[config.mk]
export PLATFORM = sky130hd
export DESIGN_NAME = sram_req_ctrl
export DESIGN_NICKNAME = d
export VERILOG_FILES = /design/src/rtl/sram_pkg.sv /design/src/rtl/sram_rsp_fifo.sv /design/src/rtl/sram_req_ctrl.sv
export SDC_FILE = /design/constraint.sdc
export NUM_CORES = 1
export LEC_CHECK = 0
export ABC_CLOCK_PERIOD_IN_PS = 3300
export CAP_MARGIN = 15
export CORE_UTILIZATION = 30
export CTS_CLUSTER_DIAMETER = 40
export CTS_CLUSTER_SIZE = 12
export DETAILED_ROUTE_END_ITERATION = 16
export GPL_ROUTABILITY_DRIVEN = 0
export SLEW_MARGIN = 10
export SYNTH_ARGS = -nofsm -noshare
export SYNTH_HDL_FRONTEND = slang
export SYNTH_SLANG_ARGS = --single-unit
[constraint.sdc]
create_clock -name clk -period 3.3 [get_ports clk]
set_clock_uncertainty 0.2 [all_clocks]
set_input_delay 0.99 -clock clk [delete_from_list [all_inputs] [get_ports clk]]
set_output_delay 0.99 -clock clk [all_outputs]
set_load 0.02 [all_outputs]
[src/rtl/sram_pkg.sv]
// Shared types and helpers for the SRAM request controller.
package sram_pkg;

    localparam int unsigned BYTE_W = 8;

    typedef enum logic {
        ST_INIT = 1'b0,
        ST_RUN  = 1'b1
    } sram_state_e;

    // Even parity: the stored bit makes the byte plus parity bit have an even number of ones.
    function automatic logic parity8(input logic [BYTE_W-1:0] b);
        return ^b;
    endfunction

endpackage

[src/rtl/sram_rsp_fifo.sv]
// Two-entry in-order response FIFO; push and pop on the same edge keep the count unchanged.
module sram_rsp_fifo #(
    parameter int unsigned W = 9
) (
    input  logic         clk,
    input  logic         rst_n,
    input  logic         push,
    input  logic [W-1:0] din,
    input  logic         pop,
    output logic [W-1:0] dout,
    output logic [1:0]   count,
    output logic         full,
    output logic         empty
);

    logic [W-1:0] slot [2];
    logic         wr_ptr;
    logic         rd_ptr;
    logic         do_push;
    logic         do_pop;

    assign full    = (count == 2'd2);
    assign empty   = (count == 2'd0);
    assign do_pop  = pop && !empty;
    assign do_push = push && (!full || do_pop);
    assign dout    = slot[rd_ptr];

    always_ff @(posedge clk or negedge rst_n) begin
        if (!rst_n) begin
            for (int i = 0; i < 2; i++) slot[i] <= '0;
            wr_ptr <= 1'b0;
            rd_ptr <= 1'b0;
            count  <= 2'd0;
        end else begin
            if (do_push) begin
                slot[wr_ptr] <= din;
                wr_ptr       <= ~wr_ptr;
            end
            if (do_pop) rd_ptr <= ~rd_ptr;
            count <= count + 2'(do_push) - 2'(do_pop);
        end
    end

endmodule

[src/rtl/sram_req_ctrl.sv]
// Single-port SRAM with valid/ready request/response channels, byte enables,
// registered reads, 2-entry response buffering and a post-reset clear sequence.
// Optional per-byte parity storage: define SRAM_REQ_CTRL_PARITY_EN.
module sram_req_ctrl
    import sram_pkg::*;
#(
    parameter int unsigned ADDR_W = 4,
    parameter int unsigned DATA_W = 8
) (
    input  logic                    clk,
    input  logic                    rst_n,
    input  logic                    req_valid,
    output logic                    req_ready,
    input  logic                    req_we,
    input  logic [ADDR_W-1:0]       req_addr,
    input  logic [DATA_W/8-1:0]     req_be,
    input  logic [DATA_W-1:0]       req_wdata,
    output logic                    rsp_valid,
    input  logic                    rsp_ready,
    output logic [DATA_W-1:0]       rsp_rdata,
    output logic                    rsp_perr,
    output logic                    init_done
);

    localparam int unsigned DEPTH = 2 ** ADDR_W;
    localparam int unsigned BE_W  = DATA_W / BYTE_W;
`ifdef SRAM_REQ_CTRL_PARITY_EN
    localparam int unsigned MEM_W = DATA_W + BE_W;
`else
    localparam int unsigned MEM_W = DATA_W;
`endif

    logic [MEM_W-1:0]  mem [DEPTH];
    sram_state_e       state;
    logic [ADDR_W-1:0] init_cnt;

    logic              accept;
    logic              wr_acc;
    logic              rd_acc;
    logic [MEM_W-1:0]  cur_word;
    logic [MEM_W-1:0]  wr_word;
    logic              rd_perr_c;

    logic              rd_valid;
    logic [DATA_W-1:0] rd_data;
    logic              rd_perr;

    logic [DATA_W:0]   fifo_dout;
    logic [1:0]        fifo_count;
    logic              fifo_full;
    logic              fifo_empty;

    // Room is reserved for the read stage so an accepted read always has a FIFO slot.
    assign req_ready = (state == ST_RUN) && !fifo_full
                       && ((fifo_count + 2'(rd_valid)) < 2'd2);
    assign accept    = req_valid && req_ready;
    assign wr_acc    = accept && req_we;
    assign rd_acc    = accept && !req_we;
    assign cur_word  = mem[req_addr];

    always_comb begin
        wr_word = cur_word;
        for (int i = 0; i < BE_W; i++) begin
            if (req_be[i]) begin
                wr_word[i*BYTE_W +: BYTE_W] = req_wdata[i*BYTE_W +: BYTE_W];
`ifdef SRAM_REQ_CTRL_PARITY_EN
                wr_word[DATA_W+i] = parity8(req_wdata[i*BYTE_W +: BYTE_W]);
`endif
            end
        end
    end

`ifdef SRAM_REQ_CTRL_PARITY_EN
    always_comb begin
        rd_perr_c = 1'b0;
        for (int i = 0; i < BE_W; i++) begin
            rd_perr_c = rd_perr_c
                        | (parity8(cur_word[i*BYTE_W +: BYTE_W]) ^ cur_word[DATA_W+i]);
        end
    end
`else
    assign rd_perr_c = 1'b0;
`endif

    // Clear sequencer: one word per cycle, then RUN until the next reset.
    always_ff @(posedge clk or negedge rst_n) begin
        if (!rst_n) begin
            state     <= ST_INIT;
            init_cnt  <= '0;
            init_done <= 1'b0;
        end else begin
            case (state)
                ST_INIT: begin
                    init_cnt <= init_cnt + ADDR_W'(1);
                    if (init_cnt == ADDR_W'(DEPTH - 1)) begin
                        state     <= ST_RUN;
                        init_done <= 1'b1;
                    end
                end
                ST_RUN:  state <= ST_RUN;
                default: state <= ST_INIT;
            endcase
        end
    end

    // Storage has no reset; INIT zeroes it (zero data has zero parity).
    always_ff @(posedge clk) begin
        if (state == ST_INIT) begin
            mem[init_cnt] <= '0;
        end else if (wr_acc) begin
            mem[req_addr] <= wr_word;
        end
    end

    always_ff @(posedge clk or negedge rst_n) begin
        if (!rst_n) begin
            rd_valid <= 1'b0;
            rd_data  <= '0;
            rd_perr  <= 1'b0;
        end else begin
            rd_valid <= rd_acc;
            if (rd_acc) begin
                rd_data <= cur_word[DATA_W-1:0];
                rd_perr <= rd_perr_c;
            end
        end
    end

    sram_rsp_fifo #(
        .W (DATA_W + 1)
    ) u_rsp_fifo (
        .clk   (clk),
        .rst_n (rst_n),
        .push  (rd_valid),
        .din   ({rd_perr, rd_data}),
        .pop   (rsp_ready),
        .dout  (fifo_dout),
        .count (fifo_count),
        .full  (fifo_full),
        .empty (fifo_empty)
    );

    assign rsp_valid = !fifo_empty;
    assign rsp_rdata = fifo_dout[DATA_W-1:0];
    assign rsp_perr  = fifo_dout[DATA_W];

endmodule

# Word-level counts from Yosys, hierarchy flattened
# Memory sizes are Yosys's and may differ from the RTL's.
# Cells that the tools add are included.
[word_totals]
regBits = 37
latchBits = 0
ram_bits = 128
rom_bits = 0
mem_count = 1
[memory_table]
columns = ["name", "depth", "width", "rd", "rd_ports_with_merged_regs", "wr", "line", "rtl"]
rows = [
  ["mem", 16, 8, 1, 0, 1, "sram_req_ctrl.sv:33", "logic [MEM_W-1:0] mem [DEPTH];"],
]
[classes]
add_sub_neg = 4
mul = 0
div = 0
order_cmp = 4
n_eq_ne = 2
shifts = 0
mux = 16
n_bitwise = 5
n_reduce_logical = 15
[ops]
columns = ["operator", "n"]
rows = [
  ["$mux W9", 4],
  ["$bwmux W18", 1],
  ["$mux W8", 2],
  ["$demux W9 S1", 1],
  ["$logic_and A1 B1 Y1", 8],
  ["$reduce_or A8 Y1", 1],
  ["$mux W1", 6],
  ["$add A2 B1 Y2", 2],
  ["$add A4 B1 Y4 const B", 1],
  ["$eq A4 B4 Y1 const B", 1],
  ["$ge A2 B2 Y1 const B", 2],
  ["$mux W4", 1],
  ["$not A1 Y2", 2],
  ["$logic_not A1 Y1", 3],
  ["$not A1 Y1", 3],
  ["$eq A2 B2 Y1 const B", 1],
  ["$logic_not A2 Y1", 1],
  ["$lt A2 B1 Y1 const B", 1],
  ["$lt A2 B2 Y1 const B", 1],
  ["$pmux W1 S2", 1],
  ["$reduce_and A2 Y1", 1],
  ["$sub A2 B1 Y2", 1],
  ["$logic_or A1 B1 Y1", 1],
]

# Longest topological paths before layout
# Gate-level depths: netlist (run 1).
[logic_depth]
depth_word = 11
mapped_depth = 8

# By module
# A second synthesis (run 1) with hierarchy kept.
[unflattened]
cells_unflattened = 376
area_unflattened_um2 = 6851.6
[modules_own_cells]
columns = ["mod", "instances", "cells_each", "area_each_um2"]
rows = [
  ["sram_req_ctrl", 1, 307, 5846.9],
  ["sram_rsp_fifo", 1, 69, 1004.7],
]

# Worst setup path before layout (run 1)
# Ideal clock, no wire load.
[synth_timing]
path_type = "input -> register"
start = "input req_addr[2]"
end = "memory mem[0][4] (netlist bit) (data pin)"
setup_ns = 0.359
arrival_time_ns = 2.307
setup_slack_ns = 0.434
stages = 6
n_path_buf = 2
path_cell_list = "buf_6 -> buf_6 -> mux4_2 -> mux2i_1 -> or4_1 -> o211ai_1"
[synth_between]
elab_chain_len = 3
[synth_lines]
columns = ["element", "line", "rtl"]
rows = [
  ["from (decl)", "sram_req_ctrl.sv:15", "input logic [ADDR_W-1:0] req_addr,"],
  ["$mem_v2 Z16 W8", "n/a", ""],
  ["$mux W8", "sram_req_ctrl.sv:64", "if (req_be[i]) begin"],
  ["$mux W8 (no source line)", "n/a", ""],
  ["to (decl)", "sram_req_ctrl.sv:33", ""],
]
# Every way passes these cells.

# Worst setup path in the final report (run 1)
[layout_timing]
start = "register u_rsp_fifo.rd_ptr"
end = "output rsp_rdata[0]"
[layout_between]
elab_chain_len = 4
[layout_lines]
columns = ["element", "line", "rtl"]
rows = [
  ["from (decl)", "sram_rsp_fifo.sv:18", "logic rd_ptr;"],
  ["from (signal assigned)", "sram_rsp_fifo.sv:39", "if (do_pop) rd_ptr <= ~rd_ptr;"],
  ["$not A1 Y2 (not written as such)", "sram_rsp_fifo.sv:26", "assign dout = slot[rd_ptr];"],
  ["$mux W9 (not written as such) (3 in a row)", "sram_rsp_fifo.sv:26", ""],
  ["to (decl)", "sram_req_ctrl.sv:20", "output logic [DATA_W-1:0] rsp_rdata,"],
]
# Every way passes these cells. The select of a mux whose other input is x is not followed.

==> results of run 1 <==
cells in the mapped netlist, types with 2 or more instances:
library cell and instances:
xnor2_1 6, nand2_1 5, dfrtp_1 35, clkbuf_1 4, mux2i_1 27, edfxtp_1 128
mux4_2 29, buf_2 9, buf_6 3, ha_1 3, mux4_1 3, a32oi_1 4
inv_1 9, mux2_2 34, nor2_1 20, o211ai_1 8, nand3_1 10, nand3b_1 2
nor2b_1 5, or4_1 8
routing by layer:
| metal | track usage [%] | part of all wire [%] |
|---|---|---|
| met4 | 4.71 | 1.3 |
| met1 | 16.2 | 46 |
| met5 | 0 | 0 |
| met2 | 21.4 | 49 |
| met3 | 3.50 | 3.7 |
kinds of logic (layout without fill, tap and decap cells):
group / count (synthesis) / count (layout) / synth area share, %
AOI/OAI and AO/OA: 18 / 18 / 2.11
xor gates and xnor gates: 7 / 7 / 0.905
adders and majority gates: 3 / 3 / 0.554
buffers and inverters: 27 / 106 / 2.29
DFF: 163 / 163 / 69.7
muxes: 93 / 93 / 20.4
other: 1 / 1 / 0.0554
and+or+nand+nor: 53 / 53 / 3.97
critical path: stages, from the launching register on:
cell             delay [ns]
dfrtp_1                0.58
mux2_2                 0.38
clkdlybuf4s50_1        0.55
power by group:
group | switching (mW) | total [mW] | internal [mW]
Clock | 0.740 | 2.14 | 1.40
Sequential | 0.126 | 2.56 | 2.44
Combinational | 0.441 | 0.947 | 0.506
flip-flops by register name (all words and copies together) (netlist names):
register	cells
u_rsp_fifo.rd_ptr	1
state	1
rd_valid	1
rd_data	8
u_rsp_fifo.slot	16
init_done	1
u_rsp_fifo.count	2
mem	128
u_rsp_fifo.wr_ptr	1
init_cnt	4
how the worst max path moves through the flow:
stage                                       start  slack (ns)              endpoint  depth (start not counted)
floorplan                             req_addr[2]        0.43   mem[0][4]$_DFFE_PP_                          6
global placement                      req_addr[3]       -0.03  mem[10][6]$_DFFE_PP_                          7
detailed placement                    req_addr[3]       -0.11  mem[10][6]$_DFFE_PP_                          7
CTS                 u_rsp_fifo.rd_ptr$_DFFE_PN0P_        0.12          rsp_rdata[0]                          2
global route        u_rsp_fifo.rd_ptr$_DFFE_PN0P_        0.08          rsp_rdata[0]                          2
finish              u_rsp_fifo.rd_ptr$_DFFE_PN0P_        0.18          rsp_rdata[0]                          2
final cells by class:
type	instances	area [um2]	area share, %
sequential	163	4720	56.9
timing repair buffer	68	651	7.85
tap	280	350	4.22
multi-input combinational	175	1900	22.9
clock inverter	12	214	2.58
inverter	9	33.8	0.407
clock buffer	17	425	5.13
cell usage in the layout (no fill, tap or decap), types with 9 or more instances in the layout:
master / synthesis / layout
clkdlybuf4s50_1: 0 / 27
edfxtp_1: 128 / 128
mux4_2: 29 / 29
inv_1: 9 / 9
clkbuf_16: 0 / 17
mux2_2: 34 / 34
nor2_1: 20 / 20
dfrtp_1: 35 / 35
nand3_1: 10 / 10
mux2i_1: 27 / 27
buf_4: 1 / 34
per-stage QoR:
stage | std cells | instance area (um2)
2_1_floorplan | 365 | 6770
3_3_place_gp | 695 | 7650
3_5_place_dp | 695 | 7650
4_1_cts | 724 | 8290
5_1_grt | 724 | 8290
6_report | 724 | 8290
==> flow_summary.yaml, run 1 <==
global_routing:
  grt.total_usage_pct: 12.9
  grt_start_max_net_pins: 27
  grt_pass1_wl_mm: 21.9
  antenna_found_initial: 0
  grt_pass1_vias: 3752
  overflow: 0
worst_setup_path:
  required_ns: 2.11
  timing.rr.start: "rd_valid$_DFF_PN0_"
  timing.rr.end: "mem[7][2]$_DFFE_PP_"
  cp-end-kind: "primary output"
  worstSetupPathType: "reg2out"
  worstPathMaxFanout: 9
  reg2regPathDepth: 6
  worstSetupStartpointType: "register"
  reg2reg_slack_ns: 0.71
  cp.arrival_ns: 1.93
clock_tree:
  numCtsBuffers: 17
  ctsResizeCount: 0
  cts_tree: "built"
  cts_buffer_depth: 2
  clk_latency_ns: 0.42
  clk_pin_slew_ns: 0.05
  clock-root-buffer: "clkbuf_16"
  cts.htree.levels: 4
  clock_sinks: 163
  hold_buffers: 0
  post-cts-setup-buffers: 0
floorplan:
  die_h_um: 152
  die_x_um: 152
  fp.dieArea_um2: 23200
  io_pins: 30
  start_util_pct: 30.8
  core.rowCount: 54
  core_area_um2: 22000
synthesis:
  synth_edf_count: 128
  yosysSeqAreaShare_pct: 69.7
  synth_ff_type: "edfxtp_1"
  yosysTopAreaCell: "edfxtp_1"
  yosysTopAreaCellShare_pct: 56.7
  synth_fp_nets: 386
  netlist_area_um2: 6770
  syn_area_per_cell_um2: 18.6
  netlist_top_cells_area: "edfxtp_1, dfrtp_1, mux4_2"
  ys_seq_elements: 163
  synth_cell_types: 33
  synthCells: 365
  yosysWarningCount: 0
  ys_async_sr_fraction_pct: 21.5
worst_hold_path:
  hold_start: "init_done$_DFFE_PN0P_"
  worstHoldEndpoint: "init_done$_DFFE_PN0P_"
  hold_path.class: "reg2reg"
  holdPathStages: 1
drt:
  wl_mm: 14.0
  route.detailed.drc: 5
  via_per_inst: 4.86
  vias: 3519
  drtPass1Iterations: 10
  wl_per_cell_um: 19.3
  ant_nets: 0
  dr.first_iter.drc_count: 251
timing:
  finalSetupViolations: 0
  drv_slew: 0
  hold_violations: 0
  period_share_pct: 94.4
  finalWorstSetupSlack_ns: 0.184
  min_period_ns: 3.12
  rsz0062_at_grt: "false"
  max_freq_mhz: 321
  holdWs_ns: 0.280
  fin_setup_tns_ns: 0
  tightest_slew_ns: 0.832
  relSlewSlack_pct: 44.3
run:
  max-cap-violations: 0
finish:
  fin_nets: 455
  areaGrowthSynthToFinish_pct: 22.4
  fillCellCount: 1961
  finish.utilization_pct: 37.8
  drive_gt1_share_pct: 29.7
  n_antenna_cell: 0
placement:
  dp_slack_ns: -0.112
  port_buffers: 28
  dp.final_hpwl_mm: 9.26
power_and_ir_drop:
  p_total_mw: 5.65
  pwr_density_cell_nw_per_um2: 681
  ir_drop_mv: 0.335
  leakage_nw: 3.00
status:
  status: "complete, but fails checks"
  violations: "design-rule violations"
Note: power is estimated with default switching activity, not from simulation.
==> run 2: changes to the inputs <==
--- a/config.mk
+++ b/config.mk
@@ -5,7 +5,7 @@
 export SDC_FILE = /design/constraint.sdc
 export NUM_CORES = 1
 export LEC_CHECK = 0
-export ABC_CLOCK_PERIOD_IN_PS = 3300
+export ABC_CLOCK_PERIOD_IN_PS = 2950
 export CAP_MARGIN = 15
 export CORE_UTILIZATION = 30
 export CTS_CLUSTER_DIAMETER = 40
==> constraint.sdc (replaced) <==
create_clock -name clk -period 2.95 [get_ports clk]
set_clock_uncertainty 0.2 [all_clocks]
set_input_delay 0.885 -clock clk [delete_from_list [all_inputs] [get_ports clk]]
set_output_delay 0.885 -clock clk [all_outputs]
set_load 0.02 [all_outputs]
==> flow_summary.yaml, run 2 (synthesis results as in run 1) <==
worst_setup_path:
  timing.rr.start: "u_rsp_fifo.count[0]$_DFF_PN0_"
  endpoint: "rsp_rdata[1]"
  worstPathMaxFanout: 7
  required_ns: 1.87
  reg2regPathDepth: 6
  reg2reg_slack_ns: 0.57
  worstSetupStartpointType: "register"
  cp.arrival_ns: 1.77
  timing.rr.end: "mem[3][4]$_DFFE_PP_"
  startpoint: "u_rsp_fifo.rd_ptr$_DFFE_PN0P_"
  cp-end-kind: "primary output"
  worstSetupPathType: "reg2out"
timing:
  rsz0062_at_grt: "false"
  relSlewSlack_pct: 36.3
  min_period_ns: 2.86
  max_freq_mhz: 350
  finalSetupViolations: 0
  tightest_slew_ns: 0.951
  drv_slew: 0
  period_share_pct: 96.8
  holdWs_ns: 0.284
  hold_violations: 0
  finalWorstSetupSlack_ns: 0.0944
clock_tree:
  clock_sinks: 163
  numCtsBuffers: 17
  cts.htree.levels: 4
  cts_tree: "built"
  clock-root-buffer: "clkbuf_16"
  cts_buffer_depth: 2
  clk_latency_ns: 0.42
  clk_pin_slew_ns: 0.06
  hold_buffers: 0
status:
  status: "complete, but fails checks"
  violations: "design-rule violations"
drt:
  wl_mm: 14.1
  drtPass1Iterations: 10
  dr.first_iter.drc_count: 237
  via_per_inst: 4.78
  vias: 3592
  ant_nets: 0
  route.detailed.drc: 5
  wl_per_cell_um: 18.8
power_and_ir_drop:
  pwr_density_cell_nw_per_um2: 728
  ir_drop_mv: 0.405
  p_int_mw: 4.63
  p_sw_share_pct: 24.5
  p_switching_mw: 1.50
  seqPwrFrac_pct: 46.6
  power_frac_comb_pct: 17.4
  leakage_nw: 3.10
  clock_power_share_pct: 36.0
global_routing:
  grt_start_max_net_pins: 27
  grt_pass1_wl_mm: 22.3
  grt.total_usage_pct: 13.2
  overflow: 0
  grt_pass1_vias: 3738
  antenna_found_initial: 0
placement:
  dp.final_hpwl_mm: 9.66
  port_buffers: 28
  placed_area_um2: 7830
  dp_slack_ns: -0.211
  dp_cells: 718
floorplan:
  start_util_pct: 30.8
  core_area_um2: 22000
  die_x_um: 152
  fp.dieArea_um2: 23200
  io_pins: 30
  core.rowCount: 54
  die_h_um: 152
run:
  max-cap-violations: 0
finish:
  final_common_cell: "edfxtp_1"
  n_antenna_cell: 0
  fin_nets: 479
  instances_no_fill: 751
  reg_top3: "mem (128), u_rsp_fifo.slot (16), rd_data (8)"
  layout_common_cells: "edfxtp_1, buf_4, mux2_2, dfrtp_1, mux4_2"
  drive_gt1_share_pct: 33.8
  largest-register: "mem"
  final_cell_area_um2: 8420
  areaGrowthSynthToFinish_pct: 24.3
  largest_reg_flops: 128
worst_hold_path:
  hold_path.class: "reg2reg"
[run 2: cell count changes in the layout (fill, tap and decap cells not counted), moves of 2 or more]
cell             previous run  this run
inv_6                       0         2
dlygate4sd2_1               0         4
bufinv_16                   6         3
clkinv_1                    2         0
clkbuf_1                    0         3
clkdlybuf4s50_1            27        23
buf_4                      34        58
[run 2: stage by stage]
stage,total power [mW],setup TNS [ns],util [%]
finish,6.13,0,38.4
global route,6.39,0,38.4
CTS,6.18,0,38.3
detailed placement,4.00,-28.68,35.6
global placement,3.96,-24.84,35.6
floorplan,3.55,0,-
[run 2: how the worst min path moves through the flow]
stage                                   start  slack [ns]                             end  cells after the start
3_3_place_gp   u_rsp_fifo.slot[1]$_DFFE_PN0P_        0.28  u_rsp_fifo.slot[1]$_DFFE_PN0P_                      1
5_1_grt                 init_done$_DFFE_PN0P_        0.31           init_done$_DFFE_PN0P_                      1
4_1_cts                 init_done$_DFFE_PN0P_        0.29           init_done$_DFFE_PN0P_                      1
6_report                init_done$_DFFE_PN0P_        0.28           init_done$_DFFE_PN0P_                      1
2_1_floorplan  u_rsp_fifo.slot[0]$_DFFE_PN0P_        0.27  u_rsp_fifo.slot[0]$_DFFE_PN0P_                      1
3_5_place_dp            init_done$_DFFE_PN0P_        0.28           init_done$_DFFE_PN0P_                      1
[run 2: worst max-delay path, stage by stage, from the launching register on]
cell and delay, ns:
dfrtp_2 0.46, mux2_2 0.35, clkdlybuf4s50_1 0.54
[run 2: what timing repair did]
action                                 4_1_cts  5_1_grt
pin swaps                                    0        0
resized for setup                            5        0
endpoints found under the hold margin        0        0
setup endpoints to repair                    9        5
setup buffers                                0        1
[run 2: power groups by stage]
stage	logic, mW	clock network (mW)	registers [mW]
2_1_floorplan	0.698	0	2.85
3_3_place_gp	1.07	0	2.90
3_5_place_dp	1.09	0	2.91
4_1_cts	1.07	2.25	2.87
5_1_grt	1.14	2.36	2.89
6_report	1.07	2.21	2.86
[run 2: per-layer routing]
metal	track usage [%]	vias up	wire [um]
li1	-	1639	-
met1	16.5	1843	5910
met2	21.8	103	7140
met3	3.75	7	987
met4	4.52	0	110
met5	0	-	0
[run 2: final cells by class]
type | instances | area (um2)
clock buffers | 20 | 437
clock inverters | 12 | 155
fillers | 1982 | 13500
inverters | 9 | 33.8
multi-input cells | 175 | 1900
flip-flops and latches | 163 | 4720
well taps | 280 | 350
repair buffers | 92 | 826
